===== config.mk =====
export PLATFORM = sky130hd
export DESIGN_NAME = fp_to_int_sched
export DESIGN_NICKNAME = d
export VERILOG_FILES = /design/src/rtl/fp_to_int_sched.sv
export SDC_FILE = /design/constraint.sdc
export NUM_CORES = 1
export LEC_CHECK = 0
export ABC_AREA = 1
export BUFFER_PORTS_ARGS = -buffer_cell sky130_fd_sc_hd__buf_2
export CAP_MARGIN = 20
export CORE_AREA = 2 2 151 153
export CTS_BUF_LIST = sky130_fd_sc_hd__clkbuf_8
export DETAILED_ROUTE_END_ITERATION = 12
export DIE_AREA = 0 0 153 155
export PLACE_DENSITY = 0.61
export SLEW_MARGIN = 15
export SYNTH_ARGS = -nofsm -noshare
export SYNTH_HDL_FRONTEND = slang
export SYNTH_SLANG_ARGS = --single-unit

===== constraint.sdc =====
create_clock -name clock -period 15 [get_ports clock]
set_input_delay 1.5 -clock clock [delete_from_list [all_inputs] [get_ports clock]]
set_output_delay 1.5 -clock clock [all_outputs]
set_load 0.01 [all_outputs]

===== src/rtl/fp_to_int_sched.sv =====
`default_nettype none
// ============================================================================
// Module   : fp_to_int_sched
// Purpose  : Two-port round-robin scheduler for the shared two-stage
//            FP-to-integer conversion datapath.
//            S1 holds the registered operands that feed the combinational
//            datapath. S2 is the output buffer that captures result/fflags.
//            The block stalls on output backpressure and kills ops that are
//            the redirected op or younger.
// Revision : 1.0 - initial release
// ============================================================================
module fp_to_int_sched #(
    parameter int TAG_W = 8
) (
    input  logic             clock,
    input  logic             reset,

    input  logic             req0_valid,
    output logic             req0_ready,
    input  logic [63:0]      req0_src,
    input  logic             req0_fmt,
    input  logic [2:0]       req0_rm,
    input  logic [1:0]       req0_op,
    input  logic [TAG_W-1:0] req0_tag,

    input  logic             req1_valid,
    output logic             req1_ready,
    input  logic [63:0]      req1_src,
    input  logic             req1_fmt,
    input  logic [2:0]       req1_rm,
    input  logic [1:0]       req1_op,
    input  logic [TAG_W-1:0] req1_tag,

    output logic             dp_valid,
    output logic [63:0]      dp_src,
    output logic             dp_fmt,
    output logic [2:0]       dp_rm,
    output logic [1:0]       dp_op,
    input  logic [63:0]      dp_result,
    input  logic [4:0]       dp_fflags,

    input  logic             flush_valid,
    input  logic [TAG_W-1:0] flush_tag,

    output logic             out_valid,
    input  logic             out_ready,
    output logic [63:0]      out_data,
    output logic [4:0]       out_fflags,
    output logic [TAG_W-1:0] out_tag
);

    // True when tag t is the flushed op or younger. The MSB is the ROB wrap
    // flag: a differing flag inverts the sense of the index comparison.
    function automatic logic kill_f(input logic [TAG_W-1:0] t,
                                    input logic [TAG_W-1:0] f);
        logic older_or_younger;
        older_or_younger = (t[TAG_W-1] ^ f[TAG_W-1]) ^ (t[TAG_W-2:0] > f[TAG_W-2:0]);
        return older_or_younger | (t == f);
    endfunction

    // Control state (reset)
    logic             s1_valid_q, s1_valid_d;
    logic             s2_valid_q, s2_valid_d;
    logic             prio_q,     prio_d;

    // Data state (not reset)
    logic [63:0]      s1_src_q,    s1_src_d;
    logic             s1_fmt_q,    s1_fmt_d;
    logic [2:0]       s1_rm_q,     s1_rm_d;
    logic [1:0]       s1_op_q,     s1_op_d;
    logic [TAG_W-1:0] s1_tag_q,    s1_tag_d;
    logic [63:0]      s2_data_q,   s2_data_d;
    logic [4:0]       s2_fflags_q, s2_fflags_d;
    logic [TAG_W-1:0] s2_tag_q,    s2_tag_d;

    // Handshake / arbitration wires
    logic             s1_live, s2_live;
    logic             s2_free, s1_adv, in_ready;
    logic             grant0, grant1, accept, in_kill;
    logic [TAG_W-1:0] in_tag;

    // Pipeline flow control, arbitration and next-state computation
    always_comb begin
        s1_live  = s1_valid_q & ~(flush_valid & kill_f(s1_tag_q, flush_tag));
        s2_live  = s2_valid_q & ~(flush_valid & kill_f(s2_tag_q, flush_tag));
        s2_free  = ~s2_valid_q | out_ready;
        s1_adv   = s1_valid_q & s2_free;
        in_ready = (~s1_valid_q | s1_adv) & ~reset;

        grant0   = req0_valid & (~req1_valid | ~prio_q);
        grant1   = req1_valid & (~req0_valid |  prio_q);
        accept   = in_ready & (grant0 | grant1);
        in_tag   = grant1 ? req1_tag : req0_tag;
        in_kill  = flush_valid & kill_f(in_tag, flush_tag);

        // Defaults: hold
        prio_d      = prio_q;
        s1_valid_d  = s1_live;
        s2_valid_d  = s2_live;
        s1_src_d    = s1_src_q;
        s1_fmt_d    = s1_fmt_q;
        s1_rm_d     = s1_rm_q;
        s1_op_d     = s1_op_q;
        s1_tag_d    = s1_tag_q;
        s2_data_d   = s2_data_q;
        s2_fflags_d = s2_fflags_q;
        s2_tag_d    = s2_tag_q;

        // S2: refill from S1 (a killed S1 op leaves a bubble), or drain
        if (s1_adv) begin
            s2_valid_d  = s1_live;
            s2_data_d   = dp_result;
            s2_fflags_d = dp_fflags;
            s2_tag_d    = s1_tag_q;
        end else if (out_ready) begin
            s2_valid_d  = 1'b0;
        end

        // S1: load the winner; a killed incoming op is consumed but dropped
        if (accept) begin
            s1_valid_d = ~in_kill;
            s1_src_d   = grant1 ? req1_src : req0_src;
            s1_fmt_d   = grant1 ? req1_fmt : req0_fmt;
            s1_rm_d    = grant1 ? req1_rm  : req0_rm;
            s1_op_d    = grant1 ? req1_op  : req0_op;
            s1_tag_d   = in_tag;
            prio_d     = ~grant1;
        end else if (s1_adv) begin
            s1_valid_d = 1'b0;
        end
    end

    // Valid bits and round-robin pointer
    always_ff @(posedge clock) begin
        if (reset) begin
            s1_valid_q <= 1'b0;
            s2_valid_q <= 1'b0;
            prio_q     <= 1'b0;
        end else begin
            s1_valid_q <= s1_valid_d;
            s2_valid_q <= s2_valid_d;
            prio_q     <= prio_d;
        end
    end

    // Stage data registers
    always_ff @(posedge clock) begin
        s1_src_q    <= s1_src_d;
        s1_fmt_q    <= s1_fmt_d;
        s1_rm_q     <= s1_rm_d;
        s1_op_q     <= s1_op_d;
        s1_tag_q    <= s1_tag_d;
        s2_data_q   <= s2_data_d;
        s2_fflags_q <= s2_fflags_d;
        s2_tag_q    <= s2_tag_d;
    end

    assign req0_ready = in_ready & grant0;
    assign req1_ready = in_ready & grant1;

    assign dp_valid   = s1_live;
    assign dp_src     = s1_src_q;
    assign dp_fmt     = s1_fmt_q;
    assign dp_rm      = s1_rm_q;
    assign dp_op      = s1_op_q;

    assign out_valid  = s2_live;
    assign out_data   = s2_data_q;
    assign out_fflags = s2_fflags_q;
    assign out_tag    = s2_tag_q;

endmodule
`default_nettype wire


* Yosys cells after proc, flatten, opt, wreduce, memory -nomap -nowiden *
Index checks and enable logic that the tools add are counted.

storage, ports and cells
  bits in registers = 158
  input port bits = 239
  word-level logic and storage cells = 62
  output and inout bits = 151

cells by class
  bitwise operators = 36
  magnitude comparators = 3
  mux-type cells = 9
  equal/unequal tests = 3

operators by type and width
  kind                           number
  64-bit two-way mux             1
  8-bit == test                  3
  7-bit greater-than comparator  3
  1-bit bitwise AND              12
  1-bit NOT                      10
  8-bit two-way mux              1
  1-bit bitwise OR               8
  1-bit bitwise XOR              6
  1-bit two-way mux              5
  3-bit two-way mux              1
  2-bit two-way mux              1

* Longest topological paths before layout *
Gate-level depths: netlist of the first run.

  depth in word-level cells = 10
  gate-level depth with buffers = 18
  gate-level depth less buffers = 17

* Least setup slack after synthesis of the first run *
Ideal clock, no wire load.

  kind = input port to flip-flop
  start point = in out_ready
  end point = reg s2_data_q[0] (netlist: out_data[0]) (enable)
  arrival = 5,249 ps
  stages = 2
  library setup time = 538 ps
  data required time = 14,462 ps
  setup slack = 9,213 ps
  path buffers = 0
  path through = inv_1 > a21oi_1

between the ends
  longest elaborated chain between the ends = 2

ends and longest elaborated chain
  what                  RTL line  text
  from (decl)           46        input logic out_ready,
  1-bit bitwise OR      86        s2_free = ~s2_valid_q | out_ready;
  1-bit bitwise AND     87        s1_adv = s1_valid_q & s2_free;
  named net s1_adv      78        logic s2_free, s1_adv, in_ready;
  to (signal assigned)  153       s2_data_q <= s2_data_d;
  to (decl)             72        logic [63:0] s2_data_q, s2_data_d;

The timed path passes the listed nets, and every way through them passes these cells.
A chain may end at the register's enable or synchronous reset.

* Final worst setup path of the first run *
  start point = in req0_valid
  end point = out req1_ready

between the ends
  longest elaborated chain between the ends = 4

ends and longest elaborated chain
  what               RTL line  text
  from (decl)        18        input logic req0_valid,
  1-bit NOT          91        grant1 = req1_valid & (~req0_valid | prio_q);
  1-bit bitwise OR   91
  1-bit bitwise AND  91
  1-bit bitwise AND  159       assign req1_ready = in_ready & grant1;
  to (decl)          27        output logic req1_ready,

No other way between the ends.

==> results.cfg, run 1 <==
[clock_network]
clockBufferDepth = 2
cts-resized-gates = 0
insertion_delay_ps = 440
cts_buffers = 17
root_buffer = clkbuf_8
clk_pin_slew_worst_paths_ps = 90
cts_setup_buffers = 0
cts_tree = yes
cts_sinks = 158
htree_levels = 4
holdBufCountCts = 0

[sta]
whs_ps = 460.6
rsz0062_at_grt = false
relSlewSlack_pct = 35.13
finalSetupTns_ps = 0
setup_viol = 0
hold_viol = 0
fin_skew_ps = 17.29
fmax_mhz = 223.7
worst_slew_pin_slew_ps = 973.1
finalCritPeriodShare_pct = 29.81
slew_viol_final = 0
fin_crit_ps = 4471

[global_route]
grt_use_total_pct = 14.27
antenna_found_initial = 3
grt_pass1_wl_um = 25650
grt_max_degree = 78
grt_pass1_vias = 4729
grt_overflow = 0

[synth]
yosys-top-cells-count = edfxtp_1, mux2_2, nand2_1
synth.top_cell.area_share_pct = 71.98
synthesis.nets = 639
synth-edff-count = 155
ys_async_sr_fraction_pct = 0
synth-seq-area-share_pct = 72.91
synth.largest_area_cell = edfxtp_1
ys_types = 26
synth-seq-cells = 158
synth_most_common_cell = edfxtp_1
syn-cell-area_um2 = 6466
yosys-top-cells-area = edfxtp_1, mux2_2, ha_1
ys_warn_count = 0
ys.flop_type = edfxtp_1
synth.avg_cell_area_um2 = 17.06
synth_cells = 379

[worst_hold_path]
worst_hold_path_type = register to register

[routing]
dr_total_vias = 4597
drcViolationCount = 0
drtPass1Iterations = 4
wl_um = 17590
drt-initial-drc-count = 238
ant_nets = 0
via_per_inst = 4.253
post_drt_wl_per_cell_um = 16.27

[finish]
regArea_um2 = 4715
drive_gt1_share_pct = 64.36
final_core_util_pct = 40.89
multiInputGateArea_um2 = 1560
n_fill_cell = 2151
area_growth_pct = 40.56
num-nets-final = 1042

[worst_setup_path]
cp_data_arrival_time_ps = 2970
cp.required_ps = 13500
startpoint_type = primary input
crit_path_end_kind = primary output
cp_max_fo = 63
critPathKind = primary input to primary output

[die]
io-pin-count = 390
start_util_pct = 29.09
rows = 55
die_area_um2 = 23720
die_h_um = 155
core_um2 = 22230
die_w_um = 153

[power_and_ir_drop]
power_density_nw_per_um2 = 104.5
leakagePower_nw = 4.038
max-vdd-ir-drop_v = 0.00006090

[outcome]
status = complete, no violations

[placed_design]
io_buffers = 389
dp_hpwl_um = 13610
place_congestion = 0.7601

[run]
cap_violations = 0
## worst paths after layout
| path | startpoint | end | slack [ps] | cells past startpoint |
|---|---|---|---|---|
| hold reg to reg | s1_tag_q[2] | out_tag[2] | 460 | 0 |
| setup / recovery | req0_valid | req1_ready | 10530 | 6 |
| setup reg to reg | prio_q | s1_valid_q | 12020 | 16 |
| hold / removal | s1_tag_q[2] | out_tag[2] | 460 | 0 |
## critical path, stage by stage
cell	delay [ps]
buf_2	100
nand2_2	90
nand2_4	240
buf_4	670
nor2_1	140
buf_2	180
## cell type report
class	instances	share of cell area, %
timing repair buffer	392	21.67
clock buffer	17	2.574
clock inverter	14	1.418
sequential	158	51.87
tap	285	3.923
multi-input combinational	181	17.17
inverter	32	1.322
antenna	2	0.05507
## layout by cell type, fill, tap and decap left out, types with 2 or more instances in the layout
cell type   count
buf_4           3
nand2_4         2
dfxtp_1         3
mux2_2         76
xnor2_1         2
nor2_1          8
clkbuf_8       17
a21oi_4         2
clkinv_4        3
clkinvlp_4      2
inv_8           2
buf_2         389
nand3_2         2
inv_6           5
nand2_2         2
a21oi_1         7
inv_1          31
nand3_1        10
nand4_1         3
o21ai_0         2
edfxtp_1      155
ha_1           21
diode_2         2
nand2_1        37
## state kept, by name, indices dropped and copies added, names as in the netlist
register,flops
out_fflags,5
prio_q,1
dp_rm,3
dp_op,2
s1_tag_q,8
out_tag,8
out_data,64
dp_fmt,1
dp_src,64
s2_valid_q,1
s1_valid_q,1
## through the flow
stage	area (um2)	std cells	setup slack, ps	total power, mW
2_1_floorplan	6466	379	9213	0.5991
3_3_place_gp	8721	1048	10470	0.6610
3_5_place_dp	8721	1048	10430	0.6634
4_1_cts	9084	1079	10430	0.9694
5_1_grt	9086	1080	10320	0.9988
6_report	9089	1081	10530	0.9502
## metal layers
layer	wire, um	up-vias	global-route usage (%)	part of all wire, %
li1	-	2210	-	-
met1	6873	2113	16.62	39
met2	8810	256	24.28	50
met3	1652	16	5.738	9.4
met4	240	2	4.409	1.4
met5	13	-	0	0.074
## report_power, final
group | leakage, nW | switching [mW] | total [mW] | internal, mW
sequential | 1.47 | 0.00659 | 0.522 | 0.516
combinational | 2.38 | 0.0656 | 0.128 | 0.0621
clock | 0.180 | 0.180 | 0.300 | 0.120
## cells by family (layout without fill, tap and decap cells)
| group | after synthesis | in the layout | share of synthesized area [%] |
|---|---|---|---|
| DFF | 158 | 158 | 72.91 |
| muxes | 76 | 76 | 13.24 |
| and+or+nand+nor | 66 | 66 | 4.741 |
| buffers and inverters | 40 | 455 | 3.134 |
| adders and majority gates | 21 | 21 | 4.063 |
| AOI/OAI and AO/OA | 16 | 16 | 1.645 |
| xor gates and xnor gates | 2 | 2 | 0.2709 |
| other | 0 | 2 | 0 |
Note: power is estimated with default switching activity, not from simulation.
==> run 2: changes to the inputs <==
Settings changed: PLACE_DENSITY 0.61 to 0.63.
Clock period 15 ns to 4.1 ns, I/O delays scaled along.
==> run 2 against run 1 <==
First-iteration DRC count is 34% lower. Clock power grew to 3.9 times the previous value. Worst hold slack worse by 330 ps. Sequential cell count stayed put. Cell area is 0.33% higher. Sequential share of layout area is 0.17 points lower. Via count is 0.35% higher. Routed wire length hardly changed. Power grew to 3.7 times the previous value. Critical path type is now register to primary output. Critical endpoint is now out_valid.
==> results.cfg, run 2 (synthesis results as in run 1) <==
[outcome]
status = complete, no violations

[sta]
rsz0062_at_grt = false
fmax_mhz = 406.0
whs_ps = 134.8
setup_viol = 0
slew_viol_final = 0
relSlewSlack_pct = 33.96
fin_crit_ps = 2463
finalSetupTns_ps = 0
timing.final.ws_setup_ps = 1637
hold_viol = 0
worst_slew_pin_slew_ps = 990.6
finalCritPeriodShare_pct = 60.08
fin_skew_ps = 16.52

[worst_setup_path]
cp_max_fo = 2
r2r_end = s1_valid_q
crit_path_end_kind = primary output
cp_data_arrival_time_ps = 2050
path_common_cell = nand3_1
max_stage_delay_ps = 410
critPathSlowestCell = edfxtp_1
reg2reg_depth = 15
critPathKind = register to primary output
regToRegStartpoint = prio_q
r2r_setup_slack_ps = 1960
cp.required_ps = 3690
startpoint_type = register
crit_chain = ha_1 -> nand2_1 -> nor2_1 -> nand3_1 -> nand3b_1 -> nand3_1 -> a21boi_0 -> buf_2

[routing]
wl_um = 17580
via_per_inst = 4.271
drtPass1Iterations = 6
post_drt_wl_per_cell_um = 16.28
drt-initial-drc-count = 157
drcViolationCount = 0
ant_nets = 0
dr_total_vias = 4613

[placed_design]
place_congestion = 0.7663
place_ws_ps = 1782
dp_hpwl_um = 13510
io_buffers = 389

[global_route]
antenna_found_initial = 9
grt_use_total_pct = 14.17
grt_max_degree = 80
grt_overflow = 0
grt_pass1_vias = 4649
grt_pass1_wl_um = 25540

[power_and_ir_drop]
leakagePower_nw = 4.057
max-vdd-ir-drop_v = 0.0001957
power_density_nw_per_um2 = 388.9
total_power_mw = 3.546

[worst_hold_path]
min_from = dp_result[39]
holdPathEnd = out_data[39]
worst_hold_path_type = primary input to register
holdPathStages = 1

[clock_network]
holdBufCountCts = 0
cts_tree = yes
cts-resized-gates = 0
htree_levels = 4
clockBufferDepth = 2
cts_setup_buffers = 0
cts_buffers = 17
clk_pin_slew_worst_paths_ps = 100
root_buffer = clkbuf_8
insertion_delay_ps = 450
cts_sinks = 158

[die]
die_w_um = 153
die_area_um2 = 23720
die_h_um = 155
start_util_pct = 29.09
rows = 55
io-pin-count = 390
core_um2 = 22230

[finish]
final_core_util_pct = 41.02
area_growth_pct = 41.02
layout_commonest_cell = buf_2
most-common-layout-cells = buf_2, edfxtp_1, mux2_2
num-nets-final = 1042
drive_gt1_share_pct = 64.36

[run]
cap_violations = 0
## run 2: where the power goes
group	leakage, nW	switching [mW]	total [mW]	internal [mW]
clock network	0.195	0.666	1.17	0.503
registers	1.47	0.0224	1.91	1.89
logic	2.39	0.238	0.467	0.229
## run 2: per-stage QoR
step / std cells / cell area, um2
finish: 1080 / 9119
global placement: 1048 / 8733
floorplan: 379 / 6470
CTS: 1079 / 9116
detailed placement: 1048 / 8733
global route: 1079 / 9116
## run 2: worst max path at each step
stage | cells past startpoint | endpoint | slack (ps) | start
floorplan | 2 | out_data[0] | 960 | out_ready
global placement | 15 | s1_valid_q | 1830 | req0_valid
detailed placement | 15 | s1_valid_q | 1780 | req0_valid
CTS | 8 | out_valid | 1580 | out_tag[6]
global route | 10 | out_valid | 1450 | out_tag[6]
finish | 8 | out_valid | 1640 | out_tag[6]
## run 2: worst max-delay path, delay by kind of cell (launching register included)
| family | cells | cell delay [ps] |
|---|---|---|
| simple gates | 5 | 570 |
| flops | 1 | 410 |
| fa+ha+maj | 1 | 310 |
| compound gates | 1 | 170 |
| buf+inv | 1 | 150 |
## run 2: area by class of cell
| type | count | area, um2 |
|---|---|---|
| diodes | 1 | 2.502 |
| clock buffers | 17 | 234.0 |
| clock inverters | 14 | 148.9 |
| fillers | 2130 | 13110 |
| inverters | 32 | 120.1 |
| multi-input cells | 181 | 1560 |
| flip-flops and latches | 158 | 4715 |
| well taps | 285 | 356.6 |
| repair buffers | 392 | 1982 |
## run 2: routing by layer
layer / wire (um) / track usage (%)
met1: 7003 / 16.59
met2: 8488 / 23.60
met4: 267 / 4.189
met3: 1783 / 6.323
met5: 42 / 0
==> run 3: changes to the inputs <==
Settings changed: ABC_AREA 1 to 0, CORE_AREA 2 2 151 153 to 2 2 150 152, DIE_AREA 0 0 153 155 to 0 0 152 154, PLACE_DENSITY 0.63 to 0.61.
Clock period 4.1 ns to 2.3 ns, I/O delays scaled along.
==> run 3 against run 2 <==
Critical path depth down 1. Worst hold slack worse by 80 ps. Core utilization is 5.7 points higher. Non-clock buffer count grew 86. Global-route usage rose by 1.8 points. Sequential power increased by 88%. The run now ends with setup timing left.
==> results.cfg, run 3 <==
[sta]
rsz0062_at_grt = true
fin_crit_ps = 2361
setup_viol = 2
relSlewSlack_pct = 66.54
fin_skew_ps = 11.54
fmax_mhz = 423.5
timing.final.ws_setup_ps = -61.13
hold_viol = 0
slew_viol_final = 0
finalCritPeriodShare_pct = 102.7
worst_slew_pin_slew_ps = 501.9

[global_route]
grt_pass1_wl_um = 28410
grt_max_degree = 80
antenna_found_initial = 1
grt_pass1_vias = 5170
grt_overflow = 0
grt_use_total_pct = 15.94

[worst_setup_path]
critPathKind = register to primary output
r2r_setup_slack_ps = 50
cp_data_arrival_time_ps = 2130
cp_max_fo = 3
r2r_end = s2_valid_q
cp.required_ps = 2070
reg2reg_depth = 12
startpoint_type = register
regToRegStartpoint = out_tag[6]
crit_path_end_kind = primary output

[routing]
ant_nets = 0
drtPass1Iterations = 4
dr_total_vias = 4855
drt-initial-drc-count = 304
wl_um = 19270
via_per_inst = 4.316
post_drt_wl_per_cell_um = 17.13
drcViolationCount = 0

[synth]
yosys-top-cells-area = edfxtp_1, mux2_1, ha_1
synth_cells = 343
synth-seq-cells = 158
ys_types = 37
ys_async_sr_fraction_pct = 0
syn-cell-area_um2 = 6375
ys.flop_type = edfxtp_1
synth.largest_area_cell = edfxtp_1
ys_warn_count = 0
synthesis.nets = 603
synth.avg_cell_area_um2 = 18.59
synth-edff-count = 155
synth.top_cell.area_share_pct = 73.01
synth-seq-area-share_pct = 73.95
yosys-top-cells-count = edfxtp_1, mux2_1, ha_1
synth_most_common_cell = edfxtp_1

[outcome]
violations = setup timing
status = finished with violations

[clock_network]
clockBufferDepth = 2
cts_buffers = 17
cts_sinks = 158
insertion_delay_ps = 440
root_buffer = clkbuf_8
clk_pin_slew_worst_paths_ps = 100
cts_tree = yes
htree_levels = 4

[worst_hold_path]
worst_hold_path_type = primary input to register
holdPathEnd = dp_src[32]
holdPathStages = 2
min_from = req1_src[32]

[die]
die_area_um2 = 23410
die_w_um = 152
start_util_pct = 29.39
die_h_um = 154
io-pin-count = 390
core_um2 = 21690
rows = 54

[placed_design]
place_congestion = 0.7539
io_buffers = 389
dp_hpwl_um = 13920
place_ws_ps = -34.70

[power_and_ir_drop]
swShare_pct = 26.90
p_switching_mw = 1.900
p_comb_share_pct = 18.5
internal-power_mw = 5.164
pwr-share-clk_pct = 30.5
p_seq_share_pct = 50.9
power_density_nw_per_um2 = 697.2
max-vdd-ir-drop_v = 0.0003026
leakagePower_nw = 4.353

[finish]
drive_gt1_share_pct = 55.92
num-nets-final = 1091
n_fill_cell = 1972
layout_commonest_cell = buf_2
area_growth_pct = 58.94
most-common-layout-cells = buf_2, edfxtp_1, mux2_1
final_core_util_pct = 46.72

[run]
cap_violations = 0
## run 3: changes by cell type in the layout (fill, tap and decap cells not counted), sizes merged, moves of 3 or more
cell,before,now
nor3,0,3
inv,40,16
buf,392,407
nand2b,0,5
nor2,8,3
nand2,41,7
dlygate4sd3,0,70
a21oi,10,7
nor2b,0,4
nand3,12,3
## run 3: timing repair
action | CTS | global route
pin swaps | 9 | 3
resized for setup | 18 | 16
endpoints found under the hold margin | 70 | 0
buffers inserted | 9 | 2
hold buffers | 70 | 0
endpoints found under the setup margin | 5 | 5
cloned | 0 | 1
## run 3: how the worst max path moves through the flow
stage,startpoint,slack [ps],depth (start not counted),to
2_1_floorplan,s2_valid_q,-910,5,s1_valid_q
3_3_place_gp,prio_q,2,9,s1_valid_q
3_5_place_dp,prio_q,-30,9,s1_valid_q
4_1_cts,s1_tag_q[6],-80,7,dp_valid
5_1_grt,s1_tag_q[6],-170,7,dp_valid
6_report,s1_tag_q[6],-60,7,dp_valid
## run 3: power by group through the flow
stage | Combinational [mW] | Clock (mW) | Sequential (mW)
3_3_place_gp | 1.10 | 0 | 3.66
2_1_floorplan | 0.388 | 0 | 3.80
6_report | 1.31 | 2.16 | 3.60
4_1_cts | 1.28 | 2.25 | 3.60
3_5_place_dp | 1.11 | 0 | 3.66
5_1_grt | 1.43 | 2.35 | 3.63
## run 3: kinds of logic after synthesis
family                     synth area share [%]
AOI/OAI and AO/OA                         3.317
xor gates and xnor gates                 0.5497
adders and majority gates                 4.122
buffers and inverters                     1.276
DFF                                       73.95
muxes                                     13.76
and+or+nand+nor                           3.023
## run 3: final cells by class
class | instances | area [um2] | share of cell area (%)
multi-input combinational | 167 | 1767 | 17.44
sequential | 158 | 4716 | 46.54
antenna | 1 | 2.502 | 0.02470
clock inverter | 15 | 172.7 | 1.704
timing repair buffer | 478 | 2856 | 28.19
clock buffer | 17 | 234.0 | 2.309
tap | 280 | 350.3 | 3.458
inverter | 9 | 33.78 | 0.3334
## run 3: routing by layer
| layer | share of wire (%) | GRT usage, % | vias to the layer above | routed length (um) |
|---|---|---|---|---|
| li1 | - | - | 2323 | - |
| met3 | 8.6 | 6.116 | 19 | 1661 |
| met2 | 52 | 28.70 | 251 | 10010 |
| met4 | 1.8 | 5.874 | 0 | 353 |
| met5 | 0 | 0 | - | 0 |
| met1 | 38 | 16.96 | 2262 | 7244 |
## run 3: worst max-delay path, stage by stage, from the launching register on
cell      delay, ps
edfxtp_1        440
ha_4            300
and4_4          220
a21boi_4        190
o31a_1          200
nand2_2          80
a21boi_2        130
buf_2           140
## run 3: metrics by stage
step / setup TNS (ps) / std cells / total power [mW] / area [um2] / hold WS [ps]
floorplan: -92110 / 343 / 4.192 / 6399 / 302.1
finish: -62.93 / 1125 / 7.064 / 10130 / 55.21
global route: -381.6 / 1125 / 7.414 / 10130 / 13.15
detailed placement: -34.70 / 1010 / 4.776 / 8738 / 408.1
CTS: -116.5 / 1121 / 7.129 / 10020 / 11.42
global placement: 0 / 1010 / 4.758 / 8738 / 407.1
